--- config.mk ---
export PLATFORM = sky130hd
export DESIGN_NAME = dma_rd_cmd_gen
export DESIGN_NICKNAME = d
export VERILOG_FILES = /design/src/rtl/dma_pkg.sv /design/src/rtl/dma_burst_calc.sv /design/src/rtl/dma_rd_cmd_gen.sv
export SDC_FILE = /design/constraint.sdc
export NUM_CORES = 1
export LEC_CHECK = 0
export ABC_AREA = 1
export CAP_MARGIN = 20
export CORE_ASPECT_RATIO = 0.8
export CORE_MARGIN = 10
export CORE_UTILIZATION = 40
export CTS_CLUSTER_DIAMETER = 100
export CTS_CLUSTER_SIZE = 14
export DETAILED_ROUTE_END_ITERATION = 6
export GPL_TIMING_DRIVEN = 0
export PLACE_DENSITY = 0.65
export SLEW_MARGIN = 5
export SYNTH_ARGS = -nofsm -noshare
export SYNTH_HDL_FRONTEND = slang
export SYNTH_SLANG_ARGS = --single-unit
--- constraint.sdc ---
create_clock -name clk -period 7.2 [get_ports clk]
set_input_delay 1.44 -clock clk [delete_from_list [all_inputs] [get_ports clk]]
set_output_delay 1.44 -clock clk [all_outputs]
set_load 0.02 [all_outputs]
--- src/rtl/dma_pkg.sv ---
// Shared AXI constants, state encoding and helpers for the DMA read-path command logic.
// Pure declarations: no latency, no flow control.
package dma_pkg;

  localparam logic [1:0] AXI_BURST_INCR = 2'b01;
  localparam int         AXI_4K_BYTES   = 4096;

  typedef logic [1:0] dma_state_t;

  localparam dma_state_t ST_IDLE  = 2'd0;
  localparam dma_state_t ST_CALC  = 2'd1;
  localparam dma_state_t ST_ISSUE = 2'd2;
  localparam dma_state_t ST_DONE  = 2'd3;

  function automatic int clog2(input int value);
    int r;
    r = 0;
    for (int i = 0; i < 31; i++) begin
      if ((1 << i) < value) r = i + 1;
    end
    return r;
  endfunction

endpackage

--- src/rtl/dma_burst_calc.sv ---
// Burst sizer: beats = min(remaining, MAX_BURST, beats left before the next 4 KB line).
// Purely combinational, no backpressure.
module dma_burst_calc
  import dma_pkg::*;
#(
  parameter int LEN_WIDTH = 16,
  parameter int BYTES     = 8,
  parameter int MAX_BURST = 256
) (
  input  logic [11:0]          addr_lo,
  input  logic [LEN_WIDTH-1:0] remaining,
  output logic [8:0]           burst
);

  // Wide enough that neither the beat count nor the 4 KB distance is clipped before the min.
  localparam int CW  = ((LEN_WIDTH > 13) ? LEN_WIDTH : 13) + 1;
  localparam int OFF = clog2(BYTES);

  logic [12:0]   bytes_to_4k;
  logic [12:0]   to4k;
  logic [CW-1:0] rem_w;
  logic [CW-1:0] max_w;
  logic [CW-1:0] to4k_w;
  logic [CW-1:0] min_a;

  always_comb begin
    bytes_to_4k = 13'(AXI_4K_BYTES) - {1'b0, addr_lo};
    to4k        = bytes_to_4k >> OFF;
    rem_w       = CW'(remaining);
    max_w       = CW'(MAX_BURST);
    to4k_w      = CW'(to4k);
    min_a       = (rem_w < max_w) ? rem_w : max_w;
    burst       = 9'((min_a < to4k_w) ? min_a : to4k_w);
  end

endmodule

--- src/rtl/dma_rd_cmd_gen.sv ---
// Splits one read descriptor into 4 KB-safe AXI AR bursts; first ARVALID two cycles after accept, one CALC cycle between bursts.
// AR fields are held stable while ARREADY is low; cmd_ready is only high in IDLE, so one descriptor is in flight.
module dma_rd_cmd_gen
  import dma_pkg::*;
#(
  parameter int ADDR_WIDTH = 32,
  parameter int ID_WIDTH   = 4,
  parameter int DATA_WIDTH = 64,
  parameter int LEN_WIDTH  = 16,
  parameter int MAX_BURST  = 256
) (
  input  logic                  clk,
  input  logic                  rst,
  input  logic                  cmd_valid,
  output logic                  cmd_ready,
  input  logic [ID_WIDTH-1:0]   cmd_id,
  input  logic [ADDR_WIDTH-1:0] cmd_addr,
  input  logic [LEN_WIDTH-1:0]  cmd_len,
  output logic                  busy,
  output logic                  done,
  output logic [ID_WIDTH-1:0]   M_AXI_ARID,
  output logic [ADDR_WIDTH-1:0] M_AXI_ARADDR,
  output logic [7:0]            M_AXI_ARLEN,
  output logic [2:0]            M_AXI_ARSIZE,
  output logic [1:0]            M_AXI_ARBURST,
  output logic                  M_AXI_ARVALID,
  input  logic                  M_AXI_ARREADY
);

  localparam int BYTES = DATA_WIDTH / 8;
  localparam int OFF   = clog2(BYTES);
  localparam logic [ADDR_WIDTH-1:0] ALIGN_MASK = ~ADDR_WIDTH'(BYTES - 1);

  dma_state_t            state;
  logic [ID_WIDTH-1:0]   id_q;
  logic [ADDR_WIDTH-1:0] addr_q;
  logic [LEN_WIDTH-1:0]  rem_q;
  logic [8:0]            burst_q;
  logic [8:0]            burst_nxt;

  dma_burst_calc #(
    .LEN_WIDTH (LEN_WIDTH),
    .BYTES     (BYTES),
    .MAX_BURST (MAX_BURST)
  ) u_burst_calc (
    .addr_lo   (addr_q[11:0]),
    .remaining (rem_q),
    .burst     (burst_nxt)
  );

  always_ff @(posedge clk or posedge rst) begin
    if (rst) begin
      state        <= ST_IDLE;
      id_q         <= '0;
      addr_q       <= '0;
      rem_q        <= '0;
      burst_q      <= '0;
      M_AXI_ARID   <= '0;
      M_AXI_ARADDR <= '0;
      M_AXI_ARLEN  <= '0;
    end else begin
      case (state)
        ST_IDLE: begin
          if (cmd_valid) begin
            id_q   <= cmd_id;
            addr_q <= cmd_addr & ALIGN_MASK;
            rem_q  <= cmd_len;
            state  <= (cmd_len == '0) ? ST_DONE : ST_CALC;
          end
        end
        ST_CALC: begin
          burst_q      <= burst_nxt;
          M_AXI_ARID   <= id_q;
          M_AXI_ARADDR <= addr_q;
          M_AXI_ARLEN  <= 8'(burst_nxt - 9'd1);
          state        <= ST_ISSUE;
        end
        ST_ISSUE: begin
          if (M_AXI_ARREADY) begin
            // burst never exceeds rem_q, so narrowing burst_q to LEN_WIDTH is lossless.
            addr_q <= addr_q + (ADDR_WIDTH'(burst_q) << OFF);
            rem_q  <= rem_q - LEN_WIDTH'(burst_q);
            state  <= (rem_q == LEN_WIDTH'(burst_q)) ? ST_DONE : ST_CALC;
          end
        end
        default: state <= ST_IDLE;
      endcase
    end
  end

  assign cmd_ready     = (state == ST_IDLE);
  assign busy          = (state != ST_IDLE);
  assign done          = (state == ST_DONE);
  assign M_AXI_ARVALID = (state == ST_ISSUE);
  assign M_AXI_ARSIZE  = 3'(OFF);
  assign M_AXI_ARBURST = AXI_BURST_INCR;

endmodule

### After elaboration in Yosys (flattened, before gate mapping)

Index checks and enable logic that the tools add are counted.
W data, S select, Z words.

* flip-flop bits (word level): 107
* bits of input ports: 56
* output and inout bits: 53
* logic and storage cells: 40

* add/subtract/negate cells: 4
* order comparisons: 2
* equal/unequal tests: 6
* multiplexer cells: 13
* reduce and logical (&&, ||, !) cells: 7

Operators with widths (number)
* $mux W32: 2
* $pmux W32 S2: 1
* $mux W16: 3
* $add A32 B12 Y32: 1
* $pmux W16 S2: 1
* $eq A16 B9 Y1: 1
* $logic_not A16 Y1: 1
* $lt A16 B10 Y1: 1
* $lt A16 B9 Y1 const B: 1
* $sub A16 B9 Y16: 1
* $sub A13 B12 Y13 const A: 1
* $mux W9: 1
* $mux W2: 4
* $sub A8 B1 Y8 const B: 1
* $pmux W2 S3: 1
* $eq A2 B2 Y1 const B: 2
* $reduce_and A2 Y1: 2
* $reduce_bool A2 Y1: 2
* $reduce_and A3 Y1: 1
* $eq A2 B1 Y1 const B: 1
* $logic_not A2 Y1: 1
* $ne A2 B1 Y1 const B: 1
* $ne A2 B2 Y1 const B: 1

### Longest topological paths before layout

Gate-level depths: netlist (run 1).

* depth after elaboration: 5
* depth in mapped cells: 23

### Hierarchy

A second synthesis (run 1) with hierarchy kept.

* cells, all modules: 1110
* area, all modules: 7119.3 µm²

Modules (own cells, without submodules)
* dma_rd_cmd_gen: times used 1, cells each 979, area each 6462.4 µm², sequential area each 2527.4 µm²
* dma_burst_calc: times used 1, cells each 131, area each 656.9 µm², sequential area each 0.0 µm²

### Worst setup path after synthesis (run 1)

No wires, ideal clock.

* kind: register to register
* start: register addr_q[3]
* end: register M_AXI_ARLEN[2]
* setup time: 82 ps
* data arrival time: 2938 ps
* required time: 7118 ps
* slack: 4180 ps
* stages on the path, launching flop included: 20
* clock period less this slack: 3020 ps
* cell sequence: dfrtp_1 > nor3_1 > nand2_1 > nor2_1 > nand2_1 > nor2_1 > xor2_1 > inv_1 > ha_1 > nand2_1 > nor2_1 > a211oi_1 > nand2_2 > nand2_4 > nand2_8 > nand2_2 > nand2_2 > ha_1 > or2_2 > a31oi_1

* cells in the longest elaborated chain, start to end: 4

RTL lines
* start, declared: line dma_rd_cmd_gen.sv:36 `logic [ADDR_WIDTH-1:0] addr_q;`
* start signal, assigned: line dma_rd_cmd_gen.sv:66 `addr_q <= cmd_addr & ALIGN_MASK;`
* start signal, assigned: line dma_rd_cmd_gen.sv:81 `addr_q <= addr_q + (ADDR_WIDTH'(burst_q) << OFF);`
* $sub A13 B12 Y13 *: line dma_burst_calc.sv:27 `bytes_to_4k = 13'(AXI_4K_BYTES) - {1'b0, addr_lo};`
* $lt A16 B10 Y1: line dma_burst_calc.sv:33 `burst = 9'((min_a < to4k_w) ? min_a : to4k_w);`
* $mux W9 *: line dma_burst_calc.sv:33
* $sub A8 B1 Y8 *: line dma_rd_cmd_gen.sv:75 `M_AXI_ARLEN <= 8'(burst_nxt - 9'd1);`
* end signal, assigned: line dma_rd_cmd_gen.sv:75
* end, declared: line dma_rd_cmd_gen.sv:23 `output logic [7:0] M_AXI_ARLEN,`

Mark *: on every way between the ends. The rest lies on a longest branch, timed or not.
A chain may end at the register's enable or synchronous reset.

### Worst setup path in the final report (run 1)

* start: register state[1]
* end: output port M_AXI_ARVALID

* cells in the longest elaborated chain, start to end: 1

RTL lines
* start, declared: line dma_rd_cmd_gen.sv:34 `dma_state_t state;`
* start signal, assigned: line dma_rd_cmd_gen.sv:68 `state <= (cmd_len == '0) ? ST_DONE : ST_CALC;`
* start signal, assigned: line dma_rd_cmd_gen.sv:83 `state <= (rem_q == LEN_WIDTH'(burst_q)) ? ST_DONE : ST_CALC;`
* $eq A2 B2 Y1: line dma_rd_cmd_gen.sv:94 `assign M_AXI_ARVALID = (state == ST_ISSUE);`
* end, declared: line dma_rd_cmd_gen.sv:26 `output logic M_AXI_ARVALID,`

No other way between the ends.

==> reports/qor.yml, run 1 <==
synthAdderAreaFrac: 0.0667
rsz0062_at_grt: "false"
numClockSinks: 101
crit_arrival_ps: 2470
mostFrequentLayoutCells: "nand2_1 (153), dfrtp_1 (101), clkdlybuf4s50_1 (97), o21ai_0 (94), inv_1 (91)"
finalSetupTns_ps: 0
drt_iter0_drc: 385
cap_violations: 0
yosys.area_share.simple: 0.226
drive_above_1_share: 0.0680
postCtsSetupBuffers: 0
htreeDepth: 3
grt.busiest_layer: "met1"
power.leakage_nw: 3.57
use_met3: 0.0462
clk_pin_slew_worst_paths_ps: 80
ys_seq_area_frac: 0.406
crit_required_ps: 5760
postLayoutCoreUtil: 0.517
gr-usage-met2: 0.259
cp_max_fo: 10
whs_path_depth: 2
max_clock_freq_mhz: 256
overflow: 0
drcViolationCount: 0
peakVddDrop_mv: 0.186
hold_path.class: "flop to flop"
synth_top_family_by_area: "simple AND/OR/NAND/NOR gates"
finalSetupViolCount: 0
setup_ws_ps: 3290
hold_ws_ps: 481
met1_usage: 0.263
clock-root-buffer: "clkbuf_16"
synth_compound_gate_area_share: 0.175
initial_utilization: 0.412
cts.repair.resized: 0
ios: 109
clock_latency_ps: 350
routed-via-count: 5744
max_stage_delay_ps: 720
synth_ff_type: "dfrtp_1"
synth_edf_count: 0
crit_chain: "inv_2, nor2_2, clkbuf_1, clkdlybuf4s50_1"
clockBufferDepth: 2
die_y_um: 132
drt_wl_total_um: 19000
port_buffers: 97
cp-end-kind: "output port"
start_kind: "flop"
finalCritPeriodShare: 0.542
netlist_area_mm2: 0.00623
outcome: "finished, final reports clean"
fin_skew_ps: 8.22
worstSetupPathType: "flop to output port"
cts_hold_buf: 0
antenna_found_initial: 0
synth.distinct_cells: 42
numCtsBuffers: 9
powerDensity_mw_per_mm2: 508
rows: 40
hpwl_um: 14700
reg2reg_slack_ps: 3540
die_x_um: 159
syn_avg_cell_area_um2: 7.73
fill_cells: 1495
hold_viol: 0
stdcell_area_mm2: 0.00781
drtAntennaViolNets: 0
final_common_cell: "nand2_1"
diodes: 0
syn_inst: 805
grt_max_degree: 61
tightestPinTransition_ps: 769
async_reset_ff_frac: 1.00
dpl-instance-area_mm2: 0.00752
cts_tree: "done"
yosysWarnings: 0
ys_ff_latch: 101
pre_cts_slack_ps: 3470
routabilityCongestion: 0.926
drt_pass1_iterations: 5
crit_slowest_cell: "clkdlybuf4s50_1"
rr_worst_depth: 19
post_synth_xor_area_fraction: 0.0380
slew_headroom: 0.487
syn_to_final_growth_pct: 25.5
track_usage: 0.181
synthMuxAreaShare: 0
slew_violations: 0
nets: 1009
coreArea_mm2: 0.0151
multi_input_comb_area_mm2: 0.00318
die_area_mm2: 0.0210
seqCellArea_mm2: 0.00253
avgRoutedWirePerCell_um: 16.7
vias_per_cell: 5.06
grt_pass1_wl_um: 31000
grt_pass1_vias: 5676
min_period_ps: 3910
## cells by family after synthesis
logic type / Yosys count
DFF: 101
adders and majority gates: 32
buffers and inverters: 133
AOI/OAI and AO/OA: 194
xor gates and xnor gates: 27
and+or+nand+nor: 316
other: 2
## cells in the mapped netlist (3+ instances only)
cell        n  area share
nor2_1     78       0.047
ha_1       30       0.060
nor2_2      4      0.0040
buf_4       8      0.0096
nand3b_1    4      0.0048
nand2_1   153       0.092
o21ai_0    94       0.076
xor2_1     24       0.034
o22ai_1    27       0.027
a31oi_1     5      0.0050
or2_2       3      0.0030
inv_1      92       0.055
nor4_1      9      0.0090
clkbuf_1   25       0.015
o21ai_1     6      0.0048
xnor2_1     3      0.0042
nor3_1     12      0.0096
o211ai_1   11       0.013
nor2_4      4      0.0072
nand3_1    26       0.021
nand2_4     3      0.0054
nand2_2    15       0.015
dfrtp_1   101        0.41
a21oi_1    36       0.029
o221ai_1    5      0.0070
clkinv_1    3      0.0018
## critical path, delay by kind of cell, from the launching register on
kind                   cells  cell delay [ps]
AND/OR/NAND/NOR            1              370
flip-flops                 1              420
buffers and inverters      3             1310
## layout make-up
class	count	share of cell area
multi-input cells	578	0.407
flip-flops and latches	101	0.324
repair buffers	98	0.128
inverters	97	0.0469
well taps	210	0.0336
clock buffers	10	0.0306
plain buffers	36	0.0232
clock inverters	6	0.00721
## registers in the layout, summed over array words and instances, names as in the netlist
| signal | flops |
|---|---|
| addr_q | 29 |
| state | 2 |
| id_q | 4 |
| M_AXI_ARADDR | 29 |
| M_AXI_ARLEN | 8 |
| rem_q | 16 |
| M_AXI_ARID | 4 |
| burst_q | 9 |
## routing by layer
| metal | share of wire | wire length, µm |
|---|---|---|
| met5 | 0 | 0 |
| met4 | 0.010 | 196 |
| met3 | 0.065 | 1220 |
| met2 | 0.42 | 8010 |
| met1 | 0.50 | 9520 |
## report_power, final
group | internal, W | switching (W)
sequential | 0.000860 | 0.000207
clock | 0.000251 | 0.000237
combinational | 0.000895 | 0.00152
total | 0.00201 | 0.00196
## final timing paths
path | startpoint | endpoint
min in group asynchronous | rst | M_AXI_ARADDR[11]
worst min register to register | M_AXI_ARADDR[16] | M_AXI_ARADDR[16]
worst min-delay path | M_AXI_ARADDR[16] | M_AXI_ARADDR[16]
max in group asynchronous | rst | M_AXI_ARLEN[1]
worst max-delay path | state[1] | M_AXI_ARVALID
worst max register to register | addr_q[3] | M_AXI_ARLEN[2]
## per-stage QoR
stage,instances,total power [W]
after floorplan,812,0.00267
after global placement,1119,0.00343
after detailed placement,1120,0.00346
after CTS,1136,0.00396
after global routing,1136,0.00433
final,1136,0.00397
(Power assumes the default switching activity.)
==> run 2, diff against run 1 <==
PLACE_DENSITY = 0.68   (was 0.65)
clock period = 3.2 ns   (was 7.2 ns; I/O delays follow)
==> run 2 against run 1 <==
Net effect: via count is 4.9% higher; hold slack better by 0.68 ps; critical path depth is 15 higher; register-to-register slack worse by 3500 ps; sequential share of layout area is 1.1 points lower; clock power is 130% higher; clock skew is 1.4 ps higher; combinational power is 140% higher; highest routed layer unchanged.
==> reports/qor.yml, run 2 (synthesis results as in run 1) <==
fill_cells: 1482
cap_violations: 0
drtAntennaViolNets: 0
p_total_w: 0.00929
crit_slowest_cell: "dfrtp_2"
crit_arrival_ps: 3470
setup_ws_ps: 2.33
avgRoutedWirePerCell_um: 17.0
final_common_cell: "nand2_1"
syn_to_final_growth_pct: 30.2
pre_cts_slack_ps: -364
vias_per_cell: 5.23
reg_top3: "M_AXI_ARADDR x29, addr_q x29, rem_q x16"
fin_skew_ps: 9.63
clockBufferDepth: 2
drt_wl_total_um: 19600
route.met2.wl_um: 8360
drt_pass1_iterations: 5
numClockSinks: 101
clock-root-buffer: "clkbuf_16"
port_buffers: 97
hold_ws_ps: 482
wl_met3_um: 1430
hpwl_um: 14900
clk_pin_slew_worst_paths_ps: 70
postLayoutCoreUtil: 0.536
finalCritPeriodShare: 0.999
slew_violations: 0
crit_chain: "nor3_4, nand2_1, nor2_1, nand2_1, nor2_2, xor2_2, inv_2, ha_4, nand2_4, nor2_2, a211oi_2, nand2_2, nand2_8, nand2_8, nand2_4, nand2_4, ha_4, or2_4, a31oi_1"
dr.max_layer_used: "met4"
rsz0062_at_grt: "true"
slew_headroom: 0.491
min_period_ps: 3200
grt_pass1_vias: 5525
grt_pass1_wl_um: 30500
drcViolationCount: 0
finalSetupViolCount: 0
rows: 40
hold_path.class: "flop to flop"
die_x_um: 159
htreeDepth: 3
numCtsBuffers: 9
die_y_um: 132
outcome: "finished, final reports clean"
powerDensity_mw_per_mm2: 1150
max_stage_delay_ps: 470
routed-via-count: 6026
coreArea_mm2: 0.0151
die_area_mm2: 0.0210
routabilityCongestion: 0.969
max_clock_freq_mhz: 313
initial_utilization: 0.412
drt_iter0_drc: 610
cp-end-kind: "flop"
cpMostUsedCell: "nand2_4"
start_kind: "flop"
cts_tree: "done"
peakVddDrop_mv: 0.458
grt_max_degree: 39
worstSetupPathType: "flop to flop"
cp_max_fo: 6
crit_required_ps: 3470
cts_hold_buf: 0
drt-met1-wl_um: 9490
nets: 1025
critPathTopFamily: "simple AND/OR/NAND/NOR gates"
clock_latency_ps: 360
hold_viol: 0
track_usage: 0.179
crit_buf_inv: 1
finalSetupTns_ps: 0
diodes: 0
ios: 109
tightestPinTransition_ps: 761
antenna_found_initial: 0
drive_above_1_share: 0.105
mostFrequentLayoutCells: "nand2_1 (152), dfrtp_1 (98), clkdlybuf4s50_1 (97), o21ai_0 (93), inv_1 (88)"
power.leakage_nw: 3.67
overflow: 0
-- run 2: changes by cell type in the layout (fill, tap and decap cells not counted), moves of 4 or more --
cell / before / now
buf_4: 8 / 20
nand2_2: 15 / 11
nand2_4: 3 / 7
nand3_1: 26 / 22
-- run 2: worst paths after layout --
kind | start | end | slack [ps] | depth (start not counted)
min in group asynchronous | rst | M_AXI_ARADDR[20] | 750 | 2
max in group asynchronous | rst | addr_q[3] | 1800 | 3
hold reg to reg | M_AXI_ARADDR[11] | M_AXI_ARADDR[11] | 480 | 2
hold / removal | M_AXI_ARADDR[11] | M_AXI_ARADDR[11] | 480 | 2
setup / recovery | addr_q[3] | M_AXI_ARLEN[2] | 2 | 19
setup reg to reg | addr_q[3] | M_AXI_ARLEN[2] | 2 | 19
-- run 2: report_power, final --
group / internal (W) / total [W] / switching [W]
clock network: 0.000613 / 0.00114 / 0.000523
logic: 0.00218 / 0.00575 / 0.00357
registers: 0.00194 / 0.00241 / 0.000471
-- run 2: metal layers --
layer	GRT usage	up-vias
met5	0	-
met4	0.0411	0
met3	0.0462	19
met1	0.263	2854
li1	-	2928
met2	0.255	225
-- run 2: timing repair --
item	CTS	global route
buffers inserted	6	9
endpoints found under the hold margin	0	0
endpoints found under the setup margin	7	8
pin swaps	6	20
gates resized for setup	11	27
-- run 2: through the flow --
| step | cells | area, µm² |
|---|---|---|
| after floorplan | 812 | 6260 |
| after global routing | 1152 | 8110 |
| after global placement | 1119 | 7490 |
| after CTS | 1143 | 7920 |
| after detailed placement | 1121 | 7530 |
| final | 1152 | 8110 |
-- run 2: area by class of cell --
type	count	area, µm²	share of cell area
multi-input combinational	578	3320	0.410
buffer	36	181	0.0224
sequential	101	2530	0.312
clock buffer	10	229	0.0282
tap	210	263	0.0324
inverter	97	372	0.0458
timing repair buffer	114	1140	0.140
clock inverter	6	68.8	0.00849
-- run 2: worst reg2reg max path, stage by stage (launching register included) --
cell and delay [ps]:
dfrtp_2 470, nor3_4 240, nand2_1 100, nor2_1 110, nand2_1 80, nor2_2 160, xor2_2 240, inv_2 70
ha_4 260, nand2_4 60, nor2_2 40, a211oi_2 220, nand2_2 130, nand2_8 130, nand2_8 80, nand2_4 100
nand2_4 70, ha_4 170, or2_4 240, a31oi_1 130
==> run 3, diff against run 2 <==
PLACE_DENSITY = 0.65   (was 0.68)
SLEW_MARGIN = unset   (was 5)
clock period = 3.38 ns   (was 3.2 ns; I/O delays follow)
==> run 3 against run 2 <==
Net effect: worst setup slack improved by 53 ps; sequential power fell by 5%; clock-buffer cell count did not move; register-to-register slack improved by 50 ps; hold slack got worse by 0.71 ps; power fell by 7.5%; sequential share of layout area rose by 0.54 points; sequential cell count did not move.
==> reports/qor.yml, run 3 (synthesis results as in run 1) <==
antenna_found_initial: 0
drt_wl_total_um: 19300
drt_pass1_iterations: 5
routabilityCongestion: 0.926
initial_utilization: 0.412
clock_latency_ps: 360
grt_pass1_wl_um: 31000
tightestPinTransition_ps: 774
numClockSinks: 101
drcViolationCount: 0
finalCritPeriodShare: 0.984
finalSetupViolCount: 0
nets: 1018
peakVddDrop_mv: 0.401
die_x_um: 159
hold_viol: 0
cts_tree: "done"
start_kind: "flop"
drtAntennaViolNets: 0
mostFrequentLayoutCells: "nand2_1 (153), dfrtp_1 (99), clkdlybuf4s50_1 (97), o21ai_0 (93), inv_1 (88)"
grt_pass1_vias: 5703
crit_required_ps: 3660
crit_chain: "nor3_4, nand2_1, nor2_1, nand2_1, nor2_2, xor2_2, inv_2, ha_4, nand2_1, nor2_1, a211oi_2, nand2_2, nand2_4, nand2_8, nand2_2, nand2_2, ha_2, or2_2, a31oi_1"
max_clock_freq_mhz: 301
grt_max_degree: 61
worstSetupPathType: "flop to flop"
hpwl_um: 14700
overflow: 0
setup_ws_ps: 55.7
crit_slowest_cell: "dfrtp_2"
slew_violations: 0
numCtsBuffers: 9
hold_path.class: "flop to flop"
clock-root-buffer: "clkbuf_16"
power.leakage_nw: 3.62
ios: 109
postLayoutCoreUtil: 0.527
crit_arrival_ps: 3600
diodes: 0
cap_violations: 0
crit_buf_inv: 1
drive_above_1_share: 0.0941
cp_max_fo: 10
max_stage_delay_ps: 470
die_y_um: 132
cp-end-kind: "flop"
place_inst: 1120
final-instance-count-excl-fill: 1145
powerDensity_mw_per_mm2: 1080
clk_pin_slew_worst_paths_ps: 80
pre_cts_slack_ps: -180
coreArea_mm2: 0.0151
rows: 40
htreeDepth: 3
outcome: "finished, final reports clean"
clockBufferDepth: 2
min_period_ps: 3320
syn_to_final_growth_pct: 28.0
final_common_cell: "nand2_1"
track_usage: 0.181
die_area_mm2: 0.0210
cts_hold_buf: 0
port_buffers: 97
drt_iter0_drc: 416
routed-via-count: 5789
fin_skew_ps: 6.76
avgRoutedWirePerCell_um: 16.9
critPathTopFamily: "simple AND/OR/NAND/NOR gates"
vias_per_cell: 5.06
slew_headroom: 0.484
rsz0062_at_grt: "true"
reg_top3: "M_AXI_ARADDR x29, addr_q x29, rem_q x16"
## run 3: cell types whose count changed in the layout (fill, tap and decap cells not counted), moves of 2 or more
cell	previous run	this run
buf_12	2	0
buf_4	20	16
buf_6	4	2
clkinv_4	1	3
inv_6	2	0
inv_8	0	2
nand2_2	11	14
nand2_4	7	5
nand3_1	22	24
nand3_4	2	0
## run 3: worst reg2reg max path: cells and delay by family (launching register included)
family                     cells  cell delay (ps)
DFF                            1              470
adders and majority gates      2              410
xor gates and xnor gates       1              250
AOI/OAI and AO/OA              2              390
and+or+nand+nor               13             1680
buffers and inverters          1               70
## run 3: timing repair
| action | 4_1_cts | 5_1_grt |
|---|---|---|
| pin swaps | 3 | 9 |
| gates resized for setup | 5 | 16 |
| endpoints found under the setup margin | 5 | 7 |
| gates cloned | 1 | 0 |
| setup buffers | 0 | 8 |
## run 3: through the flow
step                cell area, µm²  hold WS, ps  TNS (ps)  total power, W
global route                  7970          513      -178         0.00935
CTS                           7840          492         0         0.00847
floorplan                     6250          453         0         0.00569
finish                        7970          481         0         0.00860
global placement              7490          466   -171270         0.00730
detailed placement            7520          473      -389         0.00738
## run 3: metal layers
| metal | track usage | share of wire | vias up |
|---|---|---|---|
| li1 | - | - | 2898 |
| met2 | 0.261 | 0.42 | 183 |
| met1 | 0.264 | 0.50 | 2693 |
| met5 | 0 | 0 | - |
| met3 | 0.0462 | 0.064 | 15 |
| met4 | 0.0442 | 0.011 | 0 |
## run 3: report_power, final
part / internal, W / switching (W)
registers: 0.00183 / 0.000453
clock network: 0.000535 / 0.000510
logic: 0.00198 / 0.00329
total: 0.00435 / 0.00425
## run 3: area by class of cell
type,count,area [µm²]
well taps,210,263
fillers,1477,7150
clock buffers,10,239
plain buffers,36,181
repair buffers,106,1060
flip-flops and latches,101,2530
inverters,97,374
multi-input cells,579,3260
clock inverters,6,56.3
## run 3: worst paths after layout
path,from,endpoint,slack [ps],cells past startpoint
max in group asynchronous,rst,addr_q[3],1820,3
worst max register to register,addr_q[3],M_AXI_ARLEN[2],60,19
worst min register to register,M_AXI_ARADDR[16],M_AXI_ARADDR[16],480,2
worst max-delay path,addr_q[3],M_AXI_ARLEN[2],60,19
worst min-delay path,M_AXI_ARADDR[16],M_AXI_ARADDR[16],480,2
min in group asynchronous,rst,M_AXI_ARADDR[11],810,2
